$ cat src/rtl/sif_xa_arbiter.sv
// Round-robin arbiter/sequencer for the shared SIF XA register-access bus.
// One transaction in flight: accept -> one-cycle strobe -> optional read wait -> response.
module sif_xa_arbiter #(
  parameter int NREQ   = 2,
  parameter int AW     = 16,
  parameter int DW     = 16,
  parameter int RD_LAT = 1
) (
  input  logic                 clk,
  input  logic                 rst,
  input  logic [NREQ-1:0]      req_valid,
  input  logic [NREQ-1:0]      req_wr,
  input  logic [NREQ*AW-1:0]   req_addr,
  input  logic [NREQ*DW-1:0]   req_wdata,
  output logic [NREQ-1:0]      req_ready,
  output logic [NREQ-1:0]      rsp_valid,
  output logic [DW-1:0]        rsp_rdata,
  output logic                 busy,
  output logic [AW-1:0]        xa_addr,
  output logic [DW-1:0]        xa_data_wr,
  output logic                 xa_wr_s,
  output logic                 xa_rd_s,
  input  logic [DW-1:0]        xa_data_rd
);
  localparam int PW = $clog2(NREQ);
  localparam int CW = $clog2(RD_LAT + 1);
  localparam logic [PW:0]   NREQ_W = (PW+1)'(NREQ);
  localparam logic [PW-1:0] LAST   = PW'(NREQ - 1);

  typedef enum logic [1:0] {IDLE, ISSUE, WAIT_RD} state_t;
  typedef struct packed {
    logic          wr;
    logic [AW-1:0] addr;
    logic [DW-1:0] wdata;
  } req_t;

  state_t              state;
  req_t [NREQ-1:0]     reqs;
  logic [PW-1:0]       rr_ptr;
  logic [PW-1:0]       win;
  logic [PW-1:0]       owner;
  logic [PW:0]         idx;
  logic [CW-1:0]       cnt;
  logic                any_req;
  logic                accept;

  for (genvar g = 0; g < NREQ; g++) begin : g_req
    assign reqs[g] = {req_wr[g], req_addr[g*AW +: AW], req_wdata[g*DW +: DW]};
  end

  assign any_req = |req_valid;
  assign accept  = !rst && (state == IDLE) && any_req;
  assign busy    = (state != IDLE);

  // Scan from the farthest candidate back toward rr_ptr so the nearest valid one wins.
  always_comb begin
    win = rr_ptr;
    idx = '0;
    for (int k = NREQ - 1; k >= 0; k--) begin
      idx = {1'b0, rr_ptr} + (PW+1)'(k);
      if (idx >= NREQ_W) idx = idx - NREQ_W;
      if (req_valid[idx[PW-1:0]]) win = idx[PW-1:0];
    end
  end

  always_comb begin
    req_ready = '0;
    if (accept) req_ready[win] = 1'b1;
  end

  always_ff @(posedge clk) begin
    if (rst) begin
      state      <= IDLE;
      rr_ptr     <= '0;
      owner      <= '0;
      cnt        <= '0;
      rsp_valid  <= '0;
      rsp_rdata  <= '0;
      xa_addr    <= '0;
      xa_data_wr <= '0;
      xa_wr_s    <= 1'b0;
      xa_rd_s    <= 1'b0;
    end else begin
      rsp_valid <= '0;
      xa_wr_s   <= 1'b0;
      xa_rd_s   <= 1'b0;
      case (state)
        IDLE: if (any_req) begin
          owner   <= win;
          rr_ptr  <= (win == LAST) ? '0 : win + 1'b1;
          xa_addr <= reqs[win].addr;
          // Reads leave the write-data bus showing the last written value.
          if (reqs[win].wr) xa_data_wr <= reqs[win].wdata;
          xa_wr_s <= reqs[win].wr;
          xa_rd_s <= !reqs[win].wr;
          state   <= ISSUE;
        end
        ISSUE: begin
          cnt   <= CW'(RD_LAT);
          state <= xa_rd_s ? WAIT_RD : IDLE;
        end
        WAIT_RD: begin
          if (cnt == CW'(1)) begin
            rsp_valid[owner] <= 1'b1;
            rsp_rdata        <= xa_data_rd;
            state            <= IDLE;
          end else begin
            cnt <= cnt - 1'b1;
          end
        end
        default: state <= IDLE;
      endcase
    end
  end
endmodule

$ cat config.mk
export PLATFORM = sky130hd
export DESIGN_NAME = sif_xa_arbiter
export DESIGN_NICKNAME = d
export VERILOG_FILES = /design/src/rtl/sif_xa_arbiter.sv
export SDC_FILE = /design/constraint.sdc
export NUM_CORES = 1
export LEC_CHECK = 0
export BUFFER_PORTS_ARGS = -buffer_cell sky130_fd_sc_hd__clkbuf_2
export CAP_MARGIN = 40
export CORE_MARGIN = 3
export CORE_UTILIZATION = 49
export CTS_BUF_LIST = sky130_fd_sc_hd__clkbuf_2 sky130_fd_sc_hd__clkbuf_4 sky130_fd_sc_hd__clkbuf_8
export CTS_CLUSTER_SIZE = 24
export DETAILED_ROUTE_END_ITERATION = 12
export PLACE_DENSITY = 0.95
export REMOVE_ABC_BUFFERS = 1
export SETUP_SLACK_MARGIN = 0.4
export SLEW_MARGIN = 10
export SYNTH_ARGS = -nofsm -noshare
export SYNTH_HDL_FRONTEND = slang
export SYNTH_SLANG_ARGS = --single-unit
export TNS_END_PERCENT = 100
$ cat constraint.sdc
create_clock -name clk -period 3.2 [get_ports clk]
set_input_delay 0.32 -clock clk [delete_from_list [all_inputs] [get_ports clk]]
set_output_delay 0.32 -clock clk [all_outputs]
set_load 0.01 [all_outputs]
==> results of run 1 <==
## layout make-up
type / instances / area share
flip-flops and latches: 57 / 0.338
clock inverters: 2 / 0.00370
multi-input cells: 198 / 0.345
inverters: 21 / 0.0233
repair buffers: 143 / 0.214
well taps: 67 / 0.0248
clock buffers: 13 / 0.0511
## flip-flops by register name (all words and copies together) (netlist names)
signal and flops:
rsp_valid 2, xa_rd_s 1, xa_addr 16, xa_wr_s 1, rsp_rdata 16, xa_data_wr 16
owner 1, rr_ptr 1, cnt 1, state 2
## cells in the mapped netlist (2+ instances only)
cell / number
o21ai_0: 32
dfxtp_1: 57
nand2_1: 52
nand2b_1: 3
nor2b_1: 2
a21oi_1: 33
o2111ai_1: 16
and2_1: 2
clkbuf_1: 12
buf_2: 11
ha_1: 4
inv_1: 21
o211ai_1: 16
a22oi_1: 17
nor2_1: 7
## kinds of logic (layout without fill, tap and decap cells)
| kind of cell | count (synthesis) | in the layout | synth area share |
|---|---|---|---|
| buffers and inverters | 48 | 179 | 0.0822 |
| multiplexers | 2 | 2 | 0.00847 |
| AO/OA/AOI/OAI | 123 | 123 | 0.322 |
| flip-flops | 57 | 57 | 0.454 |
| adder cells (fa/ha/maj) | 4 | 4 | 0.0199 |
| AND/OR/NAND/NOR | 69 | 69 | 0.113 |
## metal layers
metal,vias up,part of all wire
met3,12,0.084
met5,-,0
met2,121,0.48
li1,1327,-
met4,0,0.021
met1,1219,0.42
## cells in the final DEF (no fill, tap or decap), types with 2 or more instances in the layout
cell	count
nor2b_1	2
and2_1	2
nand2_1	52
inv_1	21
o2111ai_1	16
dfxtp_1	57
o211ai_1	16
a22oi_1	17
ha_1	3
nor2_1	7
a21oi_1	33
nand2b_1	3
o21ai_0	32
clkbuf_2	140
buf_4	3
clkbuf_8	12
## power by group
group	internal [uW]	switching [uW]	leakage [uW]	total, uW
clock network	347	266	0.0000949	613
registers	755	24.4	0.000465	779
logic	125	175	0.000994	301
total	1230	466	0.00155	1690
## worst max-delay path by stage
stage | slack (ns) | start | cells past startpoint | to
after floorplan | 1.28 | state[0] | 6 | state[1]
after global placement | 0.97 | state[0] | 5 | req_ready[1]
after detailed placement | 0.88 | state[1] | 5 | req_ready[1]
after CTS | 0.51 | state[1] | 5 | req_ready[1]
after global routing | 0.70 | state[1] | 5 | req_ready[1]
final | 0.83 | state[1] | 5 | req_ready[1]
## through the flow
step | cells | utilization | hold WS, ns | setup slack (ns)
6_report | 501 | 0.697 | 0.216 | 0.831
5_1_grt | 501 | 0.697 | 0.204 | 0.701
4_1_cts | 501 | 0.696 | 0.202 | 0.509
3_5_place_dp | 486 | 0.658 | 0.446 | 0.884
3_3_place_gp | 485 | 0.657 | 0.436 | 0.971
2_1_floorplan | 276 | - | 0.389 | 1.28
## tightest hold or removal path, cell delays in order
cell and delay [ns]:
clkbuf_2 0.08, nand2_1 0.04, a21oi_1 0.05
## timing repair
item	CTS	global route
endpoints found under the setup margin	0	1
gates resized for setup	0	1
endpoints found under the hold margin	0	0
==> results.md, run 1 <==
- Setup repair after global routing left no endpoint under its margin.
- The fraction of final layout cells sized beyond drive strength 1 is 0.382.
- The total global routing track utilization is 0.224.
- The cell area after layout is 3380 um2.
- The worst-case IR drop observed on VDD is about 0.00033 V.
- The net count of the finished layout is 520.
- The count of antenna-violating nets left after detailed routing is 0.
- The share of synthesized area in the top cell type comes to 0.454.
- The quantity of hold-fixing buffers added after cts is 0.
- The final number of max-transition violations is 0.
- In the final layout, flip-flops and latches occupy between 1000 and 1500 um2.
- In the global route stage, met1 resource usage came out at 0.263.
- In the routed design, unresolved DRC markers number 0.
- Counting the fill cells in the layout gives approximately 370.
- The flop-to-flop setup slack is ~1.1 ns.
- The critical path is of the reg -> out type.
- Entering global routing, the biggest net connects 42 pins.
- At the pin with the least slew margin, the transition time is between 0.7 and 0.8 ns.
- The buffer cell driving the clock tree root is clkbuf_8.
- In this run the worst path has a maximum fanout of 23.
- The number of instances on the worst hold path is 3.
- The CTS sink count is 57.
- The violation count after the first detailed-route iteration is about 250.
- The average routed wire per standard cell is between 10 and 15 um.
- The met2 track utilization from global routing is 0.360.
- The total CTS buffers is 9.
- The master of the slowest instance on the critical path is ha_2.
- In the finished design, the share of the clock period the worst path needs comes to 0.740.
- The worst min-delay path category is in -> reg.
- The number of buffers and inverters on the critical path is 2.
- The register area share after synthesis is 0.454.
- The number of antenna diodes in the final layout is 0.
- The global-route met3 utilization is 0.0731.
- The highest clock rate is ~420 MHz.
- The mean instance size in the synthesized netlist is about 8.3 um2.
- The required time at the endpoint of the critical path is around 2.9 ns.
- The normalized max-slew margin is 0.523.
- The number of standard cells after synthesis is 303.
- The arrival time reported for the critical path endpoint is ~2 ns.
- The number of buffers added for setup after CTS is 0.
- The area of the mapped netlist is approximately 2500 um2.
- No sink is reached through more buffers than the 2 on the longest clock path.
- The placer congestion estimate is 0.854.
- After clock tree synthesis, the clock-pin slew on the worst setup and hold paths is 0.06 ns.
- The endpoint of the worst register-to-register path is state[1].
- Counting flops and latches in the post-synthesis netlist gives 57.
- The floorplan die width is between 70 and 80 um.
- The number of buffers inserted by port buffering is 140.
- The via count of the first global-routing pass was 2,505.
- The tool flagged a number of max-cap violations equal to 0.
- The multi-input combinational cells in the finished layout cover a total of roughly 1200 um2.
- Power spread over the standard cell area amounts to between 500 and 600 nW/um2.
- Using the TritonRoute via totals, the vias-per-cell ratio works out to between 5 and 6.
- The worst hold path terminates at rsp_rdata[10].
- Summing internal, switching and leakage power gives roughly 1700 uW.
- Setup violations remaining at the end of the flow were counted as 0.
- The final-report hold violation count came to 0.
- Walking the worst path, the cells encountered are inv_1, ha_2, nand2b_1, nor2_1, clkbuf_2.
- Yosys printed 0 warnings.
- On the worst path, the slowest cell contributes a delay of approximately 0.49 ns.
- The shortest clock period the worst path allows after layout is around 2.4 ns.
- The kind of end point of the critical path is an output port.
- The detailed-placement wirelength estimate is about 5000 um.
- The proportion of synthesized flip-flops having asynchronous set or reset is 0.
- Counting flops with a built-in enable in the synthesized netlist gives 0.
- The startpoint identified for the worst register-to-register timing path is state[0].
- The cell type contributing the most total cell area after synthesis is dfxtp_1.
- The number of rows created at floorplan is 25.
- The number of antenna violations at the first check in global routing came to 0.
- After floorplanning, the core was sized to cover about 4800 um2.
- met2 is the most crowded layer.
- The clock arrives with just under 0.007 ns of skew.
- The H-tree depth reported by CTS is 3.
- The total iterations of the first detailed-routing run is 4.
- The static leakage is about 0.0016 uW.
- The first global-routing pass estimated about 11,000 um of wire.
- After global routing the overflow that remains totals 0.
- The distinct cell type count after synthesis is 33.
- The boundary pin count is roughly 140.
- The TritonCTS clock tree is built.
- The area of the die is about 6000 um2.
- After routing, the total negative slack on setup checks comes to 0 ns.
- The count of cells along the worst register-to-register path is 6.
- Grouping stages by cell kind, the critical path spends the most delay in simple AND/OR/NAND/NOR gates.
- The startpoint type of the worst setup path is a flop.
- The clock network latency to the later pin of the worst-skew pair is ~0.32 ns.
- The critical hold path startpoint is xa_data_rd[10].
- Measured along the y axis, the die boundary spans around 78 um.
- The flow ran to the end, and the final reports show no timing, DRC or antenna violations.
- Summing all placed instances gives a cell area of 3190 um2.
- Across all layers, the routed design uses between 2,000 and 3,000 vias.
- The layout overhead on the synthesized area is 34.5%.
- For this run, the leading register cell type out of synthesis is dfxtp_1.
- For this block, the routed nets add up to 6800 um of wire.
- The initial utilization of the core area, before any placement, comes to 0.518.
- In the post-synthesis netlist, the biggest area contributors are dfxtp_1 (45%), nand2_1 (7.8%), a21oi_1 (6.6%).
Power figures use the tool's default switching activity.
==> run 2: changes to the inputs <==
Settings changed: CORE_UTILIZATION 49 to 46, PLACE_DENSITY 0.95 to 0.94.
Clock period 3.2 ns to 2.2 ns, I/O delays scaled along.
==> run 2 against run 1 <==
Against the previous run: non-clock buffer count rose by 5; final cell count up 1.8%; die area increased by 6.0%; via count increased by 0.41%; critical path depth unchanged; sequential share of layout area shrank 0.70 points; hold slack got worse by 0.11 ns; wire length is 2.6% higher; clock skew rose by 0.0022 ns; global-route usage decreased by 0.20 points; setup slack lost 0.28 ns; clock power is 59% higher; critical endpoint is now req_ready[0]; largest power group unchanged.
==> results.md, run 2 (synthesized netlist as in run 1, its figures left out) <==
- The type of the worst setup path is reg -> out.
- The run finished with clean final reports.
- The net count of the finished layout was 525 (+0.96%).
- The wire length on met2 came to 3390 um (+4.6%).
- The total routed wirelength was 6970 um (+2.6%).
- The routed design could run at a clock period as short as 1.65 ns.
- The worst hold path belongs to the class in -> reg.
- The boundary pin count was 141 (unchanged).
- The final number of max-transition violations was 0 (unchanged).
- The detailed-placement wirelength estimate was 5120 um (+2.3%).
- The clock transition at the register clock pins on the worst setup and hold paths after CTS was 0.07 ns (about the same).
- The count of antenna-violating nets left after detailed routing is 0 (unchanged).
- The final-report hold violation count was 0 (unchanged).
- The total grt overflow was 0 (unchanged).
- The tree is rooted in a clkbuf_8.
- The fraction of final layout cells sized beyond drive strength 1 is 0.398 (+0.0152).
- The switching share of total power is 0.276 (+0.000590).
- The post-route DRC violation count came to 0 (unchanged).
- The clock network latency to the later pin of the worst-skew pair is 0.33 ns (about the same).
- Setup repair after global routing left no endpoint under its margin.
- The largest clock skew in the final design is 0.00906 ns (+0.00220 ns).
- The required time at the endpoint of the critical path came to 1.98 ns (-0.90 ns).
- The number of antenna violations at the first check in global routing came to 0 (unchanged).
- The floorplan die width was 79.9 um (+3.0%).
- The final worst slack was 0.548 ns (-0.282 ns).
- The core outline area is 5200 um2 (+7.4%).
- The area of the die is 6380 um2 (+6.0%).
- The number of buffers inserted by port buffering was 140 (unchanged).
- The number of rows created at floorplan is 26 (+4.0%).
- The detailed route wirelength on metal3 is 611 um (+7.4%).
- The highest clock rate is slightly above 600 MHz.
- The largest net degree at the start of global routing came to 38 (-9.5%).
- The total global routing track utilization was 0.222 (-0.00197).
- STA classifies the critical path startpoint as a flop.
- The transition time at the pin with the least slew margin is 0.683 ns (-0.0321 ns).
- The worst setup path is captured at an output port.
- The normalized max-slew margin is 0.544 (+0.0214).
- The total via count in the routed design is 2,690 (+0.41%).
- The signal on the critical path passes through inv_2, ha_4, nand2_1, a211oi_2, clkbuf_2.
- The largest vdd supply drop came to 0.000562 V (+70%).
- The arrival time reported for the critical path endpoint was 1.43 ns (-0.62 ns).
- The largest fanout on the critical path is 8 (-65%).
- The power share of the clock group is 0.380 (+0.018).
- The vertical extent of the die came to 79.9 um (+3.0%).
- The total CTS buffers is 9 (unchanged).
- The maximum clock path buffer count is 2 (unchanged).
- The final setup violation count is 0 (unchanged).
- In the finished design, the share of the clock period the worst path needs comes to 0.751.
- The number of buffers added for setup after CTS was 0 (unchanged).
- The detailed router used layers up to and including met4.
- The internal power component is 1860 uW (+51%).
- The via density per instance is 5.27 (-1.4%).
- The slowest stage of the critical path is the dfxtp_1 cell.
- The violation count after the first detailed-route iteration was 138 (-44%).
- The final setup TNS came to 0 ns (unchanged).
- The placer congestion estimate is 0.761 (-11%).
- The static leakage is 0.00158 uW (+1.9%).
- Relative to the synthesized area, the layout overhead comes to 37.4%.
- The routed length on met1 is 2880 um (+1.3%).
- The total iterations of the first detailed-routing run is 5 (+1).
- The worst setup slack after placement came to 0.555 ns (-0.329 ns).
- The largest registers in the layout are rsp_rdata (16), xa_addr (16), xa_data_wr (16).
- The CTS sink count is 57 (unchanged).
- The wire length of the first global-routing pass is 11,000 um (+1.0%).
- The library cell used most frequently in the layout, excluding fill and tap cells, is clkbuf_2.
- The TritonCTS clock tree is built.
- The via count of the first global-routing pass is 2,418 (-3.5%).
- The stage delay of the slowest cell on the critical path is 0.33 ns (-0.16 ns).
- The net switching power figure is 706 uW (+52%).
- The H-tree depth reported by CTS is 3 (unchanged).
- The power density of the placed cells came to 743 nW/um2 (+48%).
- The portion of total power attributed to sequential cells is 0.443 (-0.017).
- The count of maximum capacitance violations is 0 (unchanged).
- The diode insertion count for antenna repair is 0 (unchanged).
- The quantity of hold-fixing buffers added after cts came to 0 (unchanged).
- The initial core utilization is 0.482 (-0.0355).
- The logic gate share of total power was 0.177 (about the same).
- In the layout the commonest cells are clkbuf_2 (140), dfxtp_1 (57), nand2_1 (52).
- The average routed wire per standard cell is 13.7 um (+0.75%).
[run 2: changes by cell type in the layout (fill, tap and decap cells not counted), moves of 2 or more]
| cell | change |
|---|---|
| buf_4 | +5 |
| clkbuf_8 | -2 |
| inv_1 | -2 |
| inv_2 | +2 |
[run 2: per-stage QoR]
step / cell area [um2] / power, uW / hold slack (ns) / std cells / util
after global placement: 3230 / 1590 / 0.435 / 494 / 0.621
after detailed placement: 3230 / 1600 / 0.447 / 494 / 0.621
after CTS: 3440 / 2580 / 0.0898 / 510 / 0.661
after floorplan: 2380 / 1370 / 0.289 / 276 / -
after global routing: 3450 / 2690 / 0.0969 / 510 / 0.663
final: 3450 / 2560 / 0.104 / 510 / 0.663
[run 2: power groups by stage]
stage	Combinational [uW]	Sequential [uW]	Clock (uW)
5_1_grt	503	1140	1040
6_report	453	1140	974
4_1_cts	450	1130	993
3_5_place_dp	445	1160	0
2_1_floorplan	188	1180	0
3_3_place_gp	431	1150	0
[run 2: layer usage]
layer  vias up  global-route usage
met5         -                   0
met3         8              0.0688
met1      1220               0.263
met4         0               0.115
li1       1339                   -
met2       123               0.358
[run 2: path summary, 6_finish.rpt]
kind / from / endpoint / slack, ns / cells past startpoint
hold reg to reg: rsp_rdata[13] / rsp_rdata[13] / 0.46 / 2
hold / removal: xa_data_rd[10] / rsp_rdata[10] / 0.10 / 3
setup / recovery: state[0] / req_ready[0] / 0.55 / 5
setup reg to reg: rr_ptr / xa_data_wr[0] / 0.61 / 4
[run 2: layout make-up]
cell class / instances / area, um2
Fill cell: 429 / 1760
Multi-Input combinational cell: 198 / 1180
Sequential cell: 57 / 1140
Timing Repair Buffer: 148 / 761
Clock buffer: 11 / 145
Tap cell: 70 / 87.6
Inverter: 21 / 78.8
Clock inverter: 5 / 55.1
[run 2: critical path: cells and delay by family, from the launching register on]
kind                       cells  cell delay (ns)
adders and majority gates      1             0.19
AOI/OAI and AO/OA              1             0.21
DFF                            1             0.33
and+or+nand+nor                1             0.09
buffers and inverters          2             0.28
[run 2: timing repair]
action / 4_1_cts / 5_1_grt
cloned: 0 / 0
setup endpoints to repair: 1 / 2
gates resized for setup: 2 / 3
==> run 3: changes to the inputs <==
Clock period 2.2 ns to 1.52 ns, I/O delays scaled along.
==> run 3 against run 2 <==
Against the previous run: clock skew increased by 0.00070 ns; hold slack got worse by 0.054 ns; clock power increased by 46%; core utilization increased by 16 points; power increased by 62%; sequential cell count unchanged; setup slack got worse by 0.54 ns; design area increased by 24%; critical path depth increased by 1; final cell count increased by 6.3%; sequential power increased by 46%.
==> results.md, run 3 (synthesized netlist as in run 1, its figures left out) <==
- The flow ran to the end, and the final reports show no timing, DRC or antenna violations.
- The total iterations of the first detailed-routing run is 4 (-1).
- The total CTS buffers is 9 (unchanged).
- The clock transition at the register clock pins on the worst setup and hold paths after CTS came to 0.07 ns (about the same).
- The initial core utilization came to 0.482 (unchanged).
- The largest fanout on the critical path is 5 (-3).
- STA classifies the critical path endpoint as an output port.
- The number of rows created at floorplan is 26 (unchanged).
- The final number of max-transition violations was 0 (unchanged).
- The violation count after the first detailed-route iteration is 127 (-8.0%).
- The total routed wirelength is 9290 um (+33%).
- After global routing, the most crowded layer is met2.
- The wire length of the first global-routing pass is 12,800 um (+16%).
- The CTS sink count is 57 (unchanged).
- The largest net degree at the start of global routing was 33 (-13%).
- The worst hold margin is 0.0502 ns (-0.0542 ns).
- The vertical extent of the die is 79.9 um (unchanged).
- The TritonCTS clock tree is built.
- The floorplan die width is 79.9 um (unchanged).
- The global-route met3 utilization is 0.0643 (-0.00451).
- The via density per instance came to 5.61 (+6.3%).
- The fraction of final layout cells sized beyond drive strength 1 came to 0.612 (+0.215).
- The final-report hold violation count came to 0 (unchanged).
- The power density of the placed cells is 971 nW/um2 (+31%).
- The overall power is 4160 uW (+62%).
- Setup repair after global routing could not meet its margin everywhere.
- The final worst slack was 0.00502 ns (-0.543 ns).
- The total grt overflow is 0 (unchanged).
- The number of buffers inserted by port buffering is 140 (unchanged).
- The worst setup slack after placement is -0.00159 ns (-0.557 ns).
- In this run the clock root is driven by a clkbuf_8.
- The diode insertion count for antenna repair is 0 (unchanged).
- The post-route DRC violation count was 0 (unchanged).
- The routing usage on met1 came to 0.291 (+0.0277).
- The met2 track utilization from global routing is 0.451 (+0.0935).
- The average routed wire per standard cell came to 17.1 um (+25%).
- The highest clock rate is ~660 MHz.
- The final setup violation count was 0 (unchanged).
- The static leakage was 0.00190 uW (+20%).
- The required time at the endpoint of the critical path is 1.37 ns (-0.61 ns).
- The via count of the first global-routing pass came to 2,852 (+18%).
- The fill cell total of the finished layout is 312 (-27%).
- The maximum clock path buffer count is 2 (unchanged).
- The area of the die is 6380 um2 (unchanged).
- The arrival time reported for the critical path endpoint is 1.36 ns (-0.07 ns).
- The number of placed instances with taps included came to 498 (+0.81%).
- The signal on the critical path passes through inv_2, ha_4, buf_8, nand2_4, a211oi_2, buf_2.
- For this design, the slowest cell found on the critical path is dfxtp_2.
- The worst min-delay path category is in -> reg.
- The placer congestion estimate was 0.804 (+5.7%).
- The detailed-placement wirelength estimate was 5310 um (+3.8%).
- The stage delay of the slowest cell on the critical path is 0.33 ns (about the same).
- The net count of the finished layout came to 558 (+6.3%).
- Compared with the post-synthesis result, the final layout area differs by 70.7%.
- The count of antenna-violating nets left after detailed routing was 0 (unchanged).
- The footprint of the multi-input gates is 1580 um2 (+34%).
- The startpoint type of the worst setup path is a flop.
- The shortest clock period the worst path allows after layout is ~1.5 ns.
- In the layout the commonest cells are clkbuf_2 (137), dfxtp_1 (54), nand2_2 (28).
- The boundary pin count is 141 (unchanged).
- In the final layout, the registers with the most flip-flops are rsp_rdata (16), xa_addr (16), xa_data_wr (16).
- The core outline area was 5200 um2 (unchanged).
- Leaving out fill and tap cells, the most frequent cell in the layout is clkbuf_2.
- The post-route non-filler standard cell count was 542 (+6.3%).
- The type of the worst setup path is reg -> out.
- In this run the critical register-to-register path is launched from state[0].
- The total via count in the routed design is 3,038 (+13%).
- The clock network latency to the later pin of the worst-skew pair is 0.32 ns (about the same).
- The number of antenna violations at the first check in global routing is 0 (unchanged).
- The transition time at the pin with the least slew margin is 0.558 ns (-0.126 ns).
- The largest vdd supply drop is 0.000750 V (+34%).
- The worst hold path begins at xa_data_rd[8].
- The normalized max-slew margin is 0.628 (+0.0838).
- The area taken by flip-flops and latches is 1140 um2 (+0.33%).
- Tracing the worst setup path back leads to its startpoint at state[0].
- The total global routing track utilization was 0.256 (+0.0342).
- The quantity of hold-fixing buffers added after cts is 0 (unchanged).
- The largest clock skew in the final design is 0.00977 ns (+0.000703 ns).
- The portion of the clock cycle consumed by the worst path in the final layout is 0.997.
- The H-tree depth reported by CTS was 3 (unchanged).
- The count of maximum capacitance violations is 0 (unchanged).
-- run 3: routing by layer --
layer,up-vias,part of all wire
li1,1411,-
met1,1455,0.38
met2,159,0.53
met3,13,0.082
met4,0,0.014
met5,-,0
-- run 3: path summary, 6_finish.rpt --
kind	endpoint	slack, ns	cells after the start
setup / recovery	req_ready[0]	0.005	6
hold / removal	rsp_rdata[8]	0.05	3
setup reg to reg	xa_addr[2]	0.04	9
hold reg to reg	rsp_rdata[5]	0.46	2
-- run 3: critical path, delay by kind of cell, from the launching register on --
family	cells	cell delay, ns
compound gates	1	0.15
flops	1	0.33
buf+inv	3	0.36
fa+ha+maj	1	0.15
simple gates	1	0.05
-- run 3: report_power, final --
part	switching, uW	internal (uW)
sequential	69.7	1590
clock	571	851
combinational	560	519
total	1200	2960
-- run 3: repair_timing --
item,CTS,global route
pin swaps,9,20
cloned,6,2
buffers inserted,16,5
setup endpoints to repair,59,59
gates resized for setup,97,75
-- run 3: cell type report --
type,count,share of cell area
well taps,70,0.0204
clock inverters,3,0.00934
flip-flops and latches,57,0.267
repair buffers,180,0.278
inverters,21,0.0190
multi-input cells,199,0.369
clock buffers,12,0.0371
-- run 3: through the flow --
| stage | cell area [um2] | TNS, ns | util |
|---|---|---|---|
| finish | 4290 | 0 | 0.824 |
| global route | 4290 | -0.0820 | 0.824 |
| CTS | 3900 | -0.0328 | 0.749 |
| detailed placement | 3270 | -0.00159 | 0.629 |
| global placement | 3270 | 0 | 0.629 |
| floorplan | 2380 | -4.69 | - |
